==> src/rtl/inst_imm_gen_if.sv <==
// Instruction/immediate bus between a fetch-side driver and the imm generator.
// The master drives the instruction. The slave returns both the same-cycle
// decode and the registered, valid-qualified copy.
interface inst_imm_gen_if #(
  parameter int XLEN = 64
);
  logic [31:0]     inst;
  logic            in_valid;
  logic [2:0]      inst_type;
  logic [XLEN-1:0] imm;
  logic [2:0]      inst_type_q;
  logic [XLEN-1:0] imm_q;
  logic            out_valid;

  modport master (
    output inst, in_valid,
    input  inst_type, imm, inst_type_q, imm_q, out_valid
  );

  modport slave (
    input  inst, in_valid,
    output inst_type, imm, inst_type_q, imm_q, out_valid
  );
endinterface

==> src/rtl/inst_imm_gen.sv <==
// RV64 instruction format classifier and immediate generator.
// The combinational outputs are for same-cycle decode. The registered copy,
// qualified by out_valid, is for the next pipeline stage.
module inst_imm_gen #(
  parameter int XLEN = 64
) (
  input  logic          clk,
  input  logic          rst,
  inst_imm_gen_if.slave bus
);

  typedef enum logic [2:0] {
    T_NONE = 3'd0,
    T_R    = 3'd1,
    T_I    = 3'd2,
    T_S    = 3'd3,
    T_B    = 3'd4,
    T_U    = 3'd5,
    T_J    = 3'd6
  } itype_e;

  typedef struct packed {
    logic [2:0]      typ;
    logic [XLEN-1:0] imm;
  } rsp_t;

  localparam int STAGES = 1;

  logic [31:0]     inst;
  itype_e          typ;
  logic [XLEN-1:0] imm;
  rsp_t            rsp_q;
  logic [STAGES:0] vld_pipe;

  assign inst = bus.inst;

  // Opcode to format. SYSTEM is treated as I so that its funct12/CSR field comes out as imm.
  always_comb begin
    typ = T_NONE;
    case (inst[6:0])
      7'b0110011, 7'b0111011:                       typ = T_R;
      7'b0010011, 7'b0011011, 7'b0000011,
      7'b1100111, 7'b1110011:                       typ = T_I;
      7'b0100011:                                   typ = T_S;
      7'b1100011:                                   typ = T_B;
      7'b0010111, 7'b0110111:                       typ = T_U;
      7'b1101111:                                   typ = T_J;
      default:                                      typ = T_NONE;
    endcase
  end

  // Immediate assembly per format. Shift-immediate funct7 bits are kept in place.
  always_comb begin
    imm = '0;
    case (typ)
      T_I: imm = {{(XLEN-12){inst[31]}}, inst[31:20]};
      T_S: imm = {{(XLEN-12){inst[31]}}, inst[31:25], inst[11:7]};
      T_B: imm = {{(XLEN-13){inst[31]}}, inst[31], inst[7], inst[30:25], inst[11:8], 1'b0};
      T_U: imm = {{(XLEN-32){inst[31]}}, inst[31:12], 12'b0};
      T_J: imm = {{(XLEN-21){inst[31]}}, inst[31], inst[19:12], inst[20], inst[30:21], 1'b0};
      default: imm = '0;
    endcase
  end

  assign bus.inst_type = typ;
  assign bus.imm       = imm;

  // Valid shift register. Stage 0 is the incoming qualifier.
  assign vld_pipe[0] = bus.in_valid;

  // Valid pipeline. Reset wins and clears out_valid on the same edge.
  always_ff @(posedge clk) begin
    if (rst) vld_pipe[STAGES:1] <= '0;
    else     vld_pipe[STAGES:1] <= vld_pipe[STAGES-1:0];
  end

  // Capture register. It loads only on valid input and otherwise holds its value.
  always_ff @(posedge clk) begin
    if (rst)              rsp_q <= '0;
    else if (vld_pipe[0]) rsp_q <= '{typ: typ, imm: imm};
  end

  assign bus.inst_type_q = rsp_q.typ;
  assign bus.imm_q       = rsp_q.imm;
  assign bus.out_valid   = vld_pipe[STAGES];

endmodule

==> src/flat_wrapper.sv <==
// flat-port wrapper written by rule: the top's interface ports become plain ports
module inst_imm_gen_flat 
#(
  parameter int XLEN = 64
)
  (clk, rst, bus_inst, bus_in_valid, bus_inst_type, bus_imm, bus_inst_type_q, bus_imm_q, bus_out_valid);
  inst_imm_gen_if #(.XLEN(XLEN)) bus_i ();
  input  logic clk;
  input  logic rst;
  input wire logic [$bits(bus_i.inst)-1:0] bus_inst;
  input wire logic [$bits(bus_i.in_valid)-1:0] bus_in_valid;
  output wire logic [$bits(bus_i.inst_type)-1:0] bus_inst_type;
  output wire logic [$bits(bus_i.imm)-1:0] bus_imm;
  output wire logic [$bits(bus_i.inst_type_q)-1:0] bus_inst_type_q;
  output wire logic [$bits(bus_i.imm_q)-1:0] bus_imm_q;
  output wire logic [$bits(bus_i.out_valid)-1:0] bus_out_valid;
  assign bus_i.inst = bus_inst;
  assign bus_i.in_valid = bus_in_valid;
  assign bus_inst_type = bus_i.inst_type;
  assign bus_imm = bus_i.imm;
  assign bus_inst_type_q = bus_i.inst_type_q;
  assign bus_imm_q = bus_i.imm_q;
  assign bus_out_valid = bus_i.out_valid;
  inst_imm_gen #(.XLEN(XLEN)) u_core (.clk(clk), .rst(rst), .bus(bus_i));
endmodule
==> config.mk <==
export PLATFORM = sky130hd
export DESIGN_NAME = inst_imm_gen_flat
export DESIGN_NICKNAME = d
export VERILOG_FILES = /design/src/rtl/inst_imm_gen_if.sv /design/src/rtl/inst_imm_gen.sv /design/src/flat_wrapper.sv
export SDC_FILE = /design/constraint.sdc
export NUM_CORES = 1
export LEC_CHECK = 0
export ABC_AREA = 1
export BUFFER_PORTS_ARGS = -buffer_cell sky130_fd_sc_hd__buf_2
export CAP_MARGIN = 10
export CORE_MARGIN = 1.5
export CORE_UTILIZATION = 44
export DETAILED_ROUTE_END_ITERATION = 12
export PLACE_DENSITY = 0.86
export SLEW_MARGIN = 10
export SYNTH_ARGS = -nofsm -noshare
export SYNTH_HDL_FRONTEND = slang
export SYNTH_SLANG_ARGS = --single-unit
==> constraint.sdc <==
create_clock -name clk -period 3.4 [get_ports clk]
set_input_delay 0.68 -clock clk [delete_from_list [all_inputs] [get_ports clk]]
set_output_delay 0.68 -clock clk [all_outputs]
set_load 0.005 [all_outputs]
==> results_dict.tcl, run 1 <==
set metrics [dict create \
    register_area_um2 721 \
    grt_usage 0.204 \
    placed_area_um2 3470 \
    status "finished clean" \
    cts_resized 0 \
    synth_top_area_share 0.232 \
    critical_path_required_ns 2.72 \
    wirelength_mm 8.03 \
    drc_errors 0 \
    max_clock_freq_mhz 328 \
    multi_input_area_um2 1510 \
    cp-start-kind "primary input" \
    via_count 3356 \
    dieArea_um2 7560 \
    nets 653 \
    area_growth_pct 15.4 \
    swShare 0.303 \
    p_sw_mw 0.333 \
    die_w_um 87.0 \
    path_class "in -> out" \
    cp_max_fo 33 \
    ys_seq_elements 36 \
    gp_congestion 0.827 \
    worst_pin_slew_ns 0.724 \
    post_drt_via_cell_ratio 4.69 \
    ys_types 21 \
    worst-path-buf-inv 4 \
    relSlewSlack 0.517 \
    cp.arrival_ns 2.37 \
    dpl.hpwl_mm 6.08 \
    synthTopCellsByArea "dfxtp_1, buf_4, nand2_1, nand3_1, nor2_1" \
    drtAntennaViolNets 0 \
    finalMaxSlewViolations 0 \
    max_stage_delay_ns 0.30 \
    final.setup_skew_ns 0 \
    antenna_cells 0 \
    synth_top_area_cell "dfxtp_1" \
    min_period_ns 3.05 \
    overflow 0 \
    synthesis.instances 530 \
    cts_buffer_depth 2 \
    crit_chain "buf_2 > inv_2 > nand2_1 > nor2_8 > nand3_2 > nand2_2 > nand2_4 > nand2_1 > buf_4 > buf_2" \
    crit_path_top_delay_cell "nor2_8" \
    hold_viol_final 0 \
    fin_util 0.527 \
    tns_ns 0 \
    cts_tree "done" \
    hold_buffers 0 \
    post_cts_buffers 0 \
    grt_start_max_net_pins 37 \
    firstDrtPassIters 4 \
    min_path_type "reg -> reg" \
    seqPwrFrac 0.417 \
    antenna_found_initial 0 \
    fin_crit_sh 0.897 \
    htreeDepth 2 \
    clock_sinks 36 \
    grt_pass1_wl_mm 12.3 \
    numPortBuffers 169 \
    wire_per_inst_um 11.2 \
    end_kind "output pin" \
    leakage_nw 2.64 \
    internal-power_mw 0.765 \
    drtIter0Drc 143 \
    postSynthAreaPerCell_um2 5.85 \
    worstSkewPairLatency_ns 0.29 \
    min_path_cells 2 \
    drv_cap 0 \
    dieHeight_um 87.0 \
    vdd_drop_max_uv 170 \
    rsz0062_at_grt "no" \
    clockRootBuffer "clkbuf_8" \
    rows 30 \
    nFillCells 674 \
    setup_viol 0 \
    stdcell_area_um2 3580 \
    syn_area_um2 3100 \
    crit_family "simple AND/OR/NAND/NOR gates" \
    synth_warnings 0 \
    ys_seq_area_frac 0.232 \
    initial_utilization 0.457 \
    grt_pass1_vias 2732 \
    crit_cells 10 \
    syn_nets 565 \
    cts.clk_slew.worst_paths_ns 0.08 \
    pwr-share-comb 0.219 \
    drive_gt1_frac 0.338 \
    power_density_nw_per_um2 307 \
    r2r.worst_path.cells 4 \
    io_pins 170 \
    p_clk_frac 0.364 \
    core_area_um2 6790 \
    cts_buffers 5 \
]
-- registers in the layout, summed over array words and instances, names as in the netlist --
register                count
u_core.bus.imm_q           32
u_core.bus.inst_type_q      3
u_core.bus.out_valid        1
-- worst register-to-register path, stage by stage, from the launching register on --
cell and delay [ns]:
dfxtp_1 0.79, nor2_1 0.10, nor2_1 0.11, nand2_1 0.06
inv_1 0.04
-- layout make-up --
type	count	area share
Multi-Input combinational cell	341	0.422
Sequential cell	36	0.201
Timing Repair Buffer	176	0.251
Tap cell	96	0.0335
Clock inverter	3	0.0129
Inverter	58	0.0608
Clock buffer	5	0.0192
-- kinds of logic after synthesis --
logic type	after synthesis	share of synthesized area
DFF	36	0.232
AOI/OAI and AO/OA	6	0.00968
buffers and inverters	153	0.281
and+or+nand+nor	335	0.477
-- cell usage after synthesis, drive strengths merged --
| library cell | instances |
|---|---|
| buf | 85 |
| nand2 | 126 |
| dfxtp | 36 |
| nand3 | 89 |
| nor3 | 1 |
| o21ai | 2 |
| a21oi | 4 |
| clkinv | 1 |
| nor2 | 119 |
| clkbuf | 10 |
| inv | 57 |
-- cells in the final DEF, fill, tap and decap left out --
cell,netlist,routed
bufinv_16,0,1
clkinvlp_4,0,1
nand3_2,3,3
clkinv_1,1,1
nor2_8,2,2
inv_2,3,3
nand3_1,86,86
o21ai_0,2,2
nand2_4,3,3
buf_4,65,7
inv_1,54,54
clkbuf_8,0,5
nor3_1,1,1
dfxtp_1,36,36
nor2_2,10,10
nor2_4,1,1
buf_2,13,169
nand2_2,3,3
nand2_1,120,120
a21oi_1,4,4
inv_6,0,1
nor2_1,106,106
-- stage by stage --
stage          hold WS, ns  power (mW)  instances  setup slack, ns
6_report             0.548        1.10        715            0.351
5_1_grt              0.583        1.16        715            0.153
4_1_cts              0.551        1.11        715            0.356
3_5_place_dp         0.522       0.710        707            0.356
3_3_place_gp         0.508       0.704        707            0.421
2_1_floorplan        0.514       0.642        530            0.540
-- power groups by stage --
stage / registers (mW) / logic, mW / clock network, mW
2_1_floorplan: 0.471 / 0.170 / 0
3_3_place_gp: 0.467 / 0.237 / 0
3_5_place_dp: 0.468 / 0.242 / 0
4_1_cts: 0.459 / 0.243 / 0.412
5_1_grt: 0.462 / 0.272 / 0.426
6_report: 0.458 / 0.241 / 0.399
-- final timing paths --
kind                                           startpoint                   endpoint  slack, ns
worst max-delay path                          bus_inst[2]                bus_imm[57]       0.35
worst min-delay path            u_core.bus.inst_type_q[2]  u_core.bus.inst_type_q[2]       0.55
worst max register to register       u_core.bus.imm_q[62]       u_core.bus.imm_q[62]       2.25
worst min register to register  u_core.bus.inst_type_q[2]  u_core.bus.inst_type_q[2]       0.55
-- routing by layer --
metal | global-route usage | share of wire
met5 | 0 | 0
met4 | 0.0733 | 0.017
met3 | 0.0540 | 0.080
met2 | 0.362 | 0.49
met1 | 0.235 | 0.42
No activity file was read; power rests on OpenSTA's default activity.
==> inputs of run 2 (changes only) <==
==> constraint.sdc (replaced) <==
create_clock -name clk -period 3.4 [get_ports clk]
set_input_delay 0 -clock clk [delete_from_list [all_inputs] [get_ports clk]]
set_output_delay 0 -clock clk [all_outputs]
set_load 0.005 [all_outputs]
==> run 2 against run 1 <==
Wire length up 2.4%. Combinational power is essentially flat. Largest cell class unchanged. First-iteration DRC count grew 50%. Non-clock buffer count down 6. Total power is 7.8% lower. Sequential share of layout area up 0.42 points. Critical endpoint unchanged. Core utilization down 1.1 points. Final cell count decreased by 0.84%.
==> results_dict.tcl, run 2 (synthesis results as in run 1) <==
set metrics [dict create \
    final_common_cell "buf_2" \
    layout.cells.non_filler 709 \
    wl_met1_mm 3.32 \
    cts_buffer_depth 2 \
    numPortBuffers 169 \
    largest_register_ffs 32 \
    numPlacedInstances 701 \
    initial_utilization 0.457 \
    r2r.worst_path.cells 4 \
    nFillCells 690 \
    hold_viol_final 0 \
    grt_pass1_wl_mm 13.1 \
    dr.max_layer_used "met4" \
    gp_congestion 0.832 \
    wirelength_mm 8.23 \
    cts_buffers 5 \
    antenna_cells 0 \
    antenna_found_initial 0 \
    r2r_start "u_core.bus.imm_q[62]" \
    critical_path_required_ns 3.40 \
    max_clock_freq_mhz 449 \
    status "finished clean" \
    post_cts_buffers 0 \
    rsz0062_at_grt "no" \
    mostFrequentLayoutCells "buf_2, nand2_1, nor2_1" \
    io_pins 170 \
    post_drt_via_cell_ratio 4.75 \
    wl_met2_mm 4.16 \
    end_kind "output pin" \
    drtAntennaViolNets 0 \
    cts.clk_slew.worst_paths_ns 0.08 \
    rows 30 \
    cts_tree "done" \
    hold_buffers 0 \
    die_w_um 87.0 \
    final.setup_skew_ns 0 \
    fin_crit_sh 0.656 \
    vdd_drop_max_uv 200 \
    overflow 0 \
    dieArea_um2 7560 \
    htreeDepth 2 \
    drv_cap 0 \
    regToRegSetupSlack_ns 2.24 \
    area_growth_pct 13.1 \
    worstHoldStart "bus_inst[20]" \
    dieHeight_um 87.0 \
    firstDrtPassIters 5 \
    clock_sinks 36 \
    relSlewSlack 0.219 \
    finalMaxSlewViolations 0 \
    setup_viol 0 \
    grt_usage 0.216 \
    path_class "in -> out" \
    cp.arrival_ns 2.23 \
    grt_pass1_vias 2874 \
    via_count 3370 \
    cts_resized 0 \
    drc_errors 0 \
    drtIter0Drc 215 \
    wire_per_inst_um 11.6 \
    power_density_nw_per_um2 289 \
    dpl.hpwl_mm 6.19 \
    register_area_um2 721 \
    core_area_um2 6790 \
    multi_input_area_um2 1510 \
    grt_start_max_net_pins 72 \
    tns_ns 0 \
    cp_max_fo 33 \
    worstSkewPairLatency_ns 0.29 \
    drive_gt1_frac 0.331 \
    cp-start-kind "primary input" \
    min_period_ns 2.23 \
    r2r-end "u_core.bus.imm_q[62]" \
    met3_length_um 633 \
    min_path_type "in -> reg" \
    whs_endpoint "u_core.bus.imm_q[0]" \
    min_path_cells 5 \
    clockRootBuffer "clkbuf_8" \
    worst_pin_slew_ns 1.17 \
    nets 647 \
    leakage_nw 2.60 \
]
-- run 2: changes by cell type in the layout (fill, tap and decap cells not counted) --
cell and delta:
buf_4 -6, bufinv_16 -1, clkinv_2 +2, clkinv_4 +1, clkinvlp_4 -1, inv_6 -1
-- run 2: final cells by class --
| class | instances | area share |
|---|---|---|
| clock buffers | 5 | 0.0196 |
| repair buffers | 170 | 0.243 |
| clock inverters | 3 | 0.00535 |
| inverters | 58 | 0.0620 |
| flip-flops and latches | 36 | 0.205 |
| multi-input cells | 341 | 0.430 |
| well taps | 96 | 0.0342 |
-- run 2: stage by stage --
step	hold WS [ns]	instance area, um^2	util	total power, mW	setup slack [ns]
after global routing	0.0888	3510	0.517	1.07	0.834
after detailed placement	0.326	3420	0.504	0.708	1.18
after global placement	0.312	3420	0.504	0.702	1.31
final	0.0760	3510	0.517	1.01	1.17
after floorplan	0.109	3100	-	0.642	1.90
after CTS	0.0617	3510	0.517	1.03	1.15
-- run 2: worst max-delay path by stage --
stage | startpoint | end | slack (ns)
finish | bus_inst[4] | bus_imm[57] | 1.17
global placement | bus_inst[4] | bus_imm[37] | 1.31
floorplan | bus_inst[3] | bus_imm[32] | 1.90
CTS | bus_inst[4] | bus_imm[62] | 1.15
detailed placement | bus_inst[4] | bus_imm[62] | 1.18
global route | bus_inst[4] | bus_imm[45] | 0.83
-- run 2: metal layers --
metal | GRT usage | vias to the layer above
met1 | 0.260 | 1493
met3 | 0.0436 | 11
met5 | 0 | -
met2 | 0.389 | 167
met4 | 0.0543 | 0
li1 | - | 1699
-- run 2: critical path, stage by stage --
cell and delay [ns]:
buf_2 0.12, inv_2 0.06, nand2_2 0.10, nor2_2 0.41, nand3_2 0.15, nand2_1 0.48
nor2_1 0.13, nand2_1 0.54, buf_2 0.23
-- run 2: report_power, final --
part	internal, mW	leakage [nW]	switching (mW)
clock network	0.143	0.0479	0.172
registers	0.444	0.297	0.0144
logic	0.0978	2.25	0.142
==> inputs of run 3 (changes only) <==
- clock period: 3.4 -> 2.3 ns (I/O delays scaled with it)
==> run 3 against run 2 <==
Worst hold slack got worse by 0.0088 ns. Final cell count increased by 0.28%. Largest power group unchanged. Sequential power increased by 48%. Register-to-register slack got worse by 1.1 ns. Clock skew unchanged. Flip-flop and latch count unchanged. Highest routed layer unchanged. Core utilization increased by 0.35 points. Wire length decreased by 0.60%. Critical path depth increased by 1. Sequential share of layout area decreased by 0.14 points.
==> results_dict.tcl, run 3 (synthesis results as in run 1) <==
set metrics [dict create \
    status "finished clean" \
    worst_pin_slew_ns 0.740 \
    initial_utilization 0.457 \
    min_period_ns 1.85 \
    tns_ns 0 \
    cts.clk_slew.worst_paths_ns 0.08 \
    clock_sinks 36 \
    cp.arrival_ns 1.85 \
    cp_max_fo 42 \
    htreeDepth 2 \
    clockRootBuffer "clkbuf_8" \
    dieHeight_um 87.0 \
    crit_family "simple AND/OR/NAND/NOR gates" \
    rows 30 \
    die_w_um 87.0 \
    pwr-share-comb 0.233 \
    grt_pass1_wl_mm 12.7 \
    setup_viol 0 \
    whs_ns 0.0672 \
    hold_buffers 0 \
    antenna_found_initial 0 \
    hold_viol_final 0 \
    drc_errors 0 \
    wire_per_inst_um 11.5 \
    gp_congestion 0.821 \
    final.setup_skew_ns 0 \
    seqPwrFrac 0.446 \
    drv_cap 0 \
    via_count 3370 \
    end_kind "output pin" \
    placed_area_um2 3440 \
    internal-power_mw 1.05 \
    nFillCells 703 \
    final_common_cell "buf_2" \
    grt_pass1_vias 2769 \
    leakage_nw 2.60 \
    cp-start-kind "primary input" \
    dieArea_um2 7560 \
    path_class "in -> out" \
    p_clk_frac 0.321 \
    cts_resized 0 \
    min_path_type "in -> reg" \
    overflow 0 \
    fin_crit_sh 0.803 \
    area_growth_pct 13.9 \
    swShare 0.313 \
    wirelength_mm 8.18 \
    crit_path_top_delay_cell "nor2_8" \
    firstDrtPassIters 5 \
    antenna_cells 0 \
    dpl.hpwl_mm 6.18 \
    numPortBuffers 169 \
    worst-path-buf-inv 4 \
    vdd_drop_max_uv 269 \
    rsz0062_at_grt "no" \
    cts_buffers 5 \
    critical_path_required_ns 2.30 \
    io_pins 170 \
    relSlewSlack 0.506 \
    core_area_um2 6790 \
    grt_usage 0.210 \
    finalMaxSlewViolations 0 \
    max_clock_freq_mhz 541 \
    cts_tree "done" \
    stdcell_area_um2 3530 \
    nets 649 \
    post_drt_via_cell_ratio 4.74 \
    cts_buffer_depth 2 \
    p_sw_mw 0.477 \
    post_cts_buffers 0 \
    drtAntennaViolNets 0 \
    mostFrequentLayoutCells "buf_2, nand2_1, nor2_1" \
    grt_start_max_net_pins 72 \
    drive_gt1_frac 0.333 \
    crit_chain "buf_2 > inv_1 > nand2_1 > nor2_8 > nand3_2 > nand2_2 > nand2_4 > nand2_1 > buf_4 > buf_2" \
    power_density_nw_per_um2 431 \
    drtIter0Drc 162 \
    max_stage_delay_ns 0.31 \
    largest_register_ffs 32 \
    worstSkewPairLatency_ns 0.28 \
]
[run 3: cell type report]
class	instances	area, um^2	area share
inverters	58	218	0.0616
clock inverters	1	7.51	0.00212
repair buffers	172	868	0.246
multi-input cells	341	1510	0.428
clock buffers	7	86.3	0.0244
well taps	96	120	0.0340
flip-flops and latches	36	721	0.204
[run 3: worst register-to-register path: stages (launching register included)]
cell	delay (ns)
dfxtp_1	0.81
nor2_1	0.08
nor2_1	0.11
nand2_1	0.06
inv_1	0.04
[run 3: routing by layer]
layer | part of all wire | vias to the layer above | global-route usage | wire length [um]
met5 | 0 | - | 0 | 0
met2 | 0.49 | 149 | 0.375 | 4020
met4 | 0.019 | 0 | 0.0601 | 159
met1 | 0.41 | 1504 | 0.247 | 3350
li1 | - | 1703 | - | -
met3 | 0.079 | 14 | 0.0531 | 644
[run 3: worst paths after layout]
kind	to	cells past startpoint	slack, ns	from
worst max-delay path	bus_imm[57]	10	0.45	bus_inst[3]
worst min register to register	u_core.bus.inst_type_q[2]	2	0.53	u_core.bus.inst_type_q[2]
worst min-delay path	u_core.bus.imm_q[4]	5	0.07	bus_inst[24]
worst max register to register	u_core.bus.imm_q[62]	4	1.15	u_core.bus.imm_q[62]
[run 3: stage by stage]
step / power [mW] / utilization / instances / setup WS (ns)
3_5_place_dp: 1.05 / 0.506 / 703 / 0.330
5_1_grt: 1.61 / 0.520 / 711 / 0.243
2_1_floorplan: 0.949 / - / 530 / 0.800
3_3_place_gp: 1.04 / 0.506 / 703 / 0.432
4_1_cts: 1.53 / 0.520 / 711 / 0.327
6_report: 1.52 / 0.520 / 711 / 0.453
[run 3: power groups by stage]
| stage | clock network [mW] | registers (mW) | logic, mW |
|---|---|---|---|
| after floorplan | 0 | 0.697 | 0.252 |
| after global placement | 0 | 0.692 | 0.346 |
| after detailed placement | 0 | 0.694 | 0.355 |
| after CTS | 0.499 | 0.679 | 0.356 |
| after global routing | 0.529 | 0.684 | 0.401 |
| final | 0.488 | 0.679 | 0.355 |
